## config.mk

```make
export PLATFORM = sky130hd
export DESIGN_NAME = updown_counter_mod
export DESIGN_NICKNAME = d
export VERILOG_FILES = /design/src/rtl/counter_pkg.sv /design/src/rtl/updown_counter_mod.sv
export SDC_FILE = /design/constraint.sdc
export NUM_CORES = 1
export LEC_CHECK = 0
export ABC_AREA = 1
export CAP_MARGIN = 15
export CORE_AREA = 5 5 42 44
export DETAILED_ROUTE_END_ITERATION = 10
export DIE_AREA = 0 0 47 49
export GPL_ROUTABILITY_DRIVEN = 0
export PLACE_DENSITY = 0.77
export SETUP_SLACK_MARGIN = 0.1
export SLEW_MARGIN = 10
export SYNTH_ARGS = -nofsm -noshare
export SYNTH_HDL_FRONTEND = slang
export SYNTH_SLANG_ARGS = --single-unit
```

## constraint.sdc

```tcl
create_clock -name CLK -period 3.02 [get_ports CLK]
set_input_delay 0.302 -clock CLK [delete_from_list [all_inputs] [get_ports CLK]]
set_output_delay 0.302 -clock CLK [all_outputs]
set_load 0.05 [all_outputs]
```

## src/rtl/counter_pkg.sv

```systemverilog
// Shared definitions for the up/down counter: direction encodings and the
// per-cycle operation chosen by the priority encoder.
package counter_pkg;

    localparam logic MODE_UP   = 1'b1;
    localparam logic MODE_DOWN = 1'b0;

    typedef enum logic [2:0] {
        CNT_HOLD,
        CNT_UP,
        CNT_DOWN,
        CNT_LOAD,
        CNT_CLEAR
    } cnt_op_t;

endpackage

```

## src/rtl/updown_counter_mod.sv

```systemverilog
// Parametrised up/down counter with modulus, wrap/saturate handling, load/clear,
// boundary decodes, a registered wrap pulse and a sticky overflow flag.
module updown_counter_mod
    import counter_pkg::*;
#(
    parameter int WIDTH    = 5,
    parameter int MODULUS  = 32,
    parameter bit SATURATE = 1'b0
) (
    input  logic             CLK,
    input  logic             RST,
    input  logic             ENABLE,
    input  logic             MODE,
    input  logic             LOAD,
    input  logic [WIDTH-1:0] LOAD_VAL,
    input  logic             CLEAR,
    output logic [WIDTH-1:0] OUT,
    output logic             AT_MAX,
    output logic             AT_MIN,
    output logic             WRAP,
    output logic             OVF_STICKY
);

    // MODULUS may equal 2**WIDTH, so it is only representable in WIDTH+1 bits.
    localparam logic [WIDTH:0]   MOD_EXT = (WIDTH + 1)'(MODULUS);
    localparam logic [WIDTH-1:0] MAX_VAL = WIDTH'(MODULUS - 1);

    generate
        if ((MODULUS < 2) || (longint'(MODULUS) > (longint'(1) << WIDTH))) begin : g_bad_modulus
            $fatal(1, "updown_counter_mod: MODULUS must lie in 2..2**WIDTH");
        end
    endgenerate

    logic [WIDTH-1:0] cnt_q, cnt_d;
    logic             wrap_q, wrap_d;
    logic             ovf_q, ovf_d;
    logic [WIDTH:0]   inc_val;
    cnt_op_t          op;

    always_comb begin
        op = CNT_HOLD;
        if (CLEAR) begin
            op = CNT_CLEAR;
        end else if (LOAD) begin
            op = CNT_LOAD;
        end else if (ENABLE) begin
            op = (MODE == MODE_UP) ? CNT_UP : CNT_DOWN;
        end
    end

    assign inc_val = {1'b0, cnt_q} + {{WIDTH{1'b0}}, 1'b1};

    always_comb begin
        cnt_d  = cnt_q;
        wrap_d = 1'b0;
        ovf_d  = ovf_q;
        case (op)
            CNT_CLEAR: begin
                cnt_d = '0;
                ovf_d = 1'b0;
            end
            CNT_LOAD: begin
                if ({1'b0, LOAD_VAL} >= MOD_EXT) begin
                    cnt_d = MAX_VAL;
                    ovf_d = 1'b1;
                end else begin
                    cnt_d = LOAD_VAL;
                end
            end
            CNT_UP: begin
                if (inc_val == MOD_EXT) begin
                    ovf_d = 1'b1;
                    if (!SATURATE) begin
                        cnt_d  = '0;
                        wrap_d = 1'b1;
                    end
                end else begin
                    cnt_d = inc_val[WIDTH-1:0];
                end
            end
            CNT_DOWN: begin
                if (cnt_q == '0) begin
                    ovf_d = 1'b1;
                    if (!SATURATE) begin
                        cnt_d  = MAX_VAL;
                        wrap_d = 1'b1;
                    end
                end else begin
                    cnt_d = cnt_q - 1'b1;
                end
            end
            default: ;
        endcase
    end

    always_ff @(posedge CLK) begin
        if (RST) begin
            cnt_q  <= '0;
            wrap_q <= 1'b0;
            ovf_q  <= 1'b0;
        end else begin
            cnt_q  <= cnt_d;
            wrap_q <= wrap_d;
            ovf_q  <= ovf_d;
        end
    end

    assign OUT        = cnt_q;
    assign AT_MAX     = (cnt_q == MAX_VAL);
    assign AT_MIN     = (cnt_q == '0);
    assign WRAP       = wrap_q;
    assign OVF_STICKY = ovf_q;

endmodule

```

======== Yosys cells after proc, flatten, opt, wreduce, memory -nomap -nowiden ========
Index checks and enable logic that the tools add are counted.
word-level totals
  bits in registers ....................... 7
  input bits .............................. 11
  output and inout bits ................... 9
cells by class
  $add $sub $neg .......................... 2
  eq/ne operators ......................... 8
  mux-type cells .......................... 13
  reductions and logical operators ........ 4
operators by type and width
  cell                 count
  $pmux 5 s4           1
  $mux 5               2
  $add 5x1->6 const B  1
  $eq 3x2->1 const B   2
  $eq 6x6->1 const B   1
  $mux 2               3
  $eq 5x5->1 const B   1
  $logic_not 5->1      1
  $sub 5x1->5 const B  1
  $mux 1               4
  $ne 2x2->1 const B   2
  $reduce_bool 4->1    1
  $eq 3x1->1 const B   1
  $eq 3x3->1 const B   1
  $mux 3               1
  $pmux 1 s3           1
  $reduce_and 3->1     1
  $reduce_bool 3->1    1
  $pmux 1 s2           1

======== Logic depth before layout (Yosys ltp) ========
  word-level depth ........................ 7
  gate-level depth with buffers ........... 9
  mapped depth without buffers ............ 9

======== Worst setup path after synthesis ========
Ideal clock, no wire load.
  kind .................................... register to output
  from .................................... reg cnt_q[1] (netlist: OUT[1])
  to ...................................... out AT_MAX
  data arrival time ....................... 1.582 ns
  setup slack ............................. 1.136 ns
  cell stages (with the launch flop) ...... 5
  buffers on the path ..................... 0
  cells stage by stage .................... dfxtp_1 -> ha_1 -> nand2_1 -> nor2_1 -> ha_1
on the way
  longest elaborated chain between the ends .. 1
ends and longest elaborated chain
  what                    line                       RTL
  start, declared         updown_counter_mod.sv:34   logic [WIDTH-1:0] cnt_q, cnt_d;
  start signal, assigned  updown_counter_mod.sv:102  cnt_q <= cnt_d;
  $eq 5x5->1              updown_counter_mod.sv:109  assign AT_MAX = (cnt_q == MAX_VAL);
  end, declared           updown_counter_mod.sv:18   output logic AT_MAX,
No other way between the ends.

======== Final worst setup path ========
Ends and elaborated chain as after synthesis.

==> flow_summary.json <==
{
  "hold_violations": 0,
  "min_path_type": "reg2reg",
  "syn_inst": 97,
  "die_h_um": 49,
  "fmax_mhz": 422,
  "required_ns": 2.72,
  "grt_pass1_vias": 549,
  "start_kind": "register",
  "yosysSeqAreaShare_pct": 24.3,
  "layout-drive-gt1-share_pct": 4.20,
  "p_leak_nw": 0.405,
  "numPortBuffers": 19,
  "cts_buffer_depth": 2,
  "cts_tree": "built",
  "yosys_warnings": 0,
  "syn_area_um2": 576,
  "cts-resized-gates": 0,
  "final_net_count": 134,
  "grt-ovfl-total": 0,
  "syn2layout_area_growth_pct": 39.1,
  "crit_path_end_kind": "output pin",
  "io_pins": 20,
  "synth.distinct_cells": 15,
  "dieArea_um2": 2300,
  "coreArea_um2": 1400,
  "fp.dieW_um": 47,
  "worstMarginPinSlew_ns": 0.506,
  "fin_hold_ws_ns": 0.582,
  "antenna_found_initial": 0,
  "syn_avg_cell_area_um2": 5.93,
  "fin_skew_ns": 0.0126,
  "htree_levels": 1,
  "routed_via_density": 4.98,
  "drt_iter0_drc": 23,
  "cp_max_fo": 7,
  "start_util_pct": 41.1,
  "cts_hold_buf": 0,
  "cts_root_buf": "clkbuf_4",
  "antennaDiodeCount": 0,
  "rsz0062_at_grt": "no",
  "arrival_ns": 2.07,
  "relSlewSlack_pct": 66.1,
  "syn_nets": 111,
  "drc": 0,
  "routedWlPerCell_um": 10.9,
  "status": "completed",
  "numCtsBuffers": 3,
  "drt-pass1-iter-count": 4,
  "period_needed_ns": 2.37,
  "irDropWorstVdd_v": 0.000226,
  "drv_slew": 0,
  "power_density_nw_per_um2": 385,
  "drt-total-wl_mm": 1.47,
  "track_usage_pct": 13.9,
  "clkSinkCount": 7,
  "ant_nets": 0,
  "period_share_pct": 78.5,
  "critPathKind": "reg2out",
  "vias": 672,
  "dp_hpwl_mm": 1.19,
  "setup_viol": 0,
  "postCtsSetupBuffers": 0,
  "fin_tns_setup_ns": 0,
  "grt_max_degree": 10,
  "row_count": 14,
  "yosys_register_bits": 7,
  "grt_first_pass_wirelength_mm": 2.32,
  "drv_cap": 0,
  "clk_pin_slew_ns": 0.07,
  "clock_latency_ns": 0.27
}
-- placed cells by master (no fill, tap or decap), drive strengths merged --
cell type	count
nand2	24
inv	20
clkdlybuf4s50	19
nor2	14
nand3	11
dfxtp	7
nand4	5
o21ai	4
a21oi	4
clkbuf	4
ha	3
xnor2	2
nor3	1
o211ai	1
-- cells by family (layout without fill, tap and decap cells) --
group | Yosys count | after routing | share of synthesized area (%)
buf+inv | 21 | 43 | 15.0
flops | 7 | 7 | 24.3
simple gates | 55 | 55 | 42.8
xor+xnor | 2 | 2 | 3.04
fa+ha+maj | 3 | 3 | 6.52
compound gates | 9 | 9 | 8.26
-- state kept, by name (all words and copies together) (netlist names) --
register	count
OUT	5
OVF_STICKY	1
WRAP	1
-- per-stage QoR --
| step | area, µm² | util (%) | std cells | worst slack [ns] | power [mW] |
|---|---|---|---|---|---|
| 6_report | 801 | 57.1 | 135 | 0.649 | 0.309 |
| 5_1_grt | 801 | 57.1 | 135 | 0.543 | 0.324 |
| 3_5_place_dp | 774 | 55.3 | 131 | 0.930 | 0.216 |
| 2_1_floorplan | 576 | - | 97 | 1.14 | 0.178 |
| 3_3_place_gp | 774 | 55.3 | 131 | 0.985 | 0.214 |
| 4_1_cts | 801 | 57.1 | 135 | 0.646 | 0.309 |
-- layout make-up --
type / instances / area (µm²)
Clock buffer: 4 / 26.3
Fill cell: 141 / 601
Inverter: 20 / 75.1
Multi-Input combinational cell: 69 / 349
Sequential cell: 7 / 140
Tap cell: 16 / 20.0
Timing Repair Buffer: 19 / 190
-- worst max-delay path, cell delays in order (launching register included) --
cell             delay (ns)
dfxtp_1                0.44
ha_1                   0.22
nand2_1                0.07
nor2_1                 0.11
ha_1                   0.15
clkdlybuf4s50_1        0.79
-- layer usage --
layer  GRT usage [%]  wire length [µm]  part of all wire, %
met5               0                 0                    0
met4            8.29                40                  2.7
met2            20.1               665                   45
met1            17.8               643                   44
met3            3.32               117                  8.0
-- cell usage after synthesis, drive strengths merged --
cell	number	area share, %
o211ai	1	1.3
buf	1	2.0
a21oi	4	3.5
dfxtp	7	24
nand3	11	10
inv	20	13
ha	3	6.5
nand4	5	5.4
nor2	14	10
o21ai	4	3.5
nor3	1	0.87
xnor2	2	3.0
nand2	24	16
-- power by group --
group | internal (mW) | switching [mW] | total (mW)
Combinational | 0.0432 | 0.0655 | 0.109
Sequential | 0.0973 | 0.00820 | 0.106
Clock | 0.0509 | 0.0434 | 0.0944
-- worst paths after layout --
check / startpoint / endpoint / slack (ns) / depth (start not counted)
max: OUT[1] / AT_MAX / 0.65 / 5
min: OVF_STICKY / OVF_STICKY / 0.58 / 4
max reg2reg: OUT[1] / OVF_STICKY / 1.33 / 9
min reg2reg: OVF_STICKY / OVF_STICKY / 0.58 / 4
Note: power is estimated with default switching activity, not from simulation.
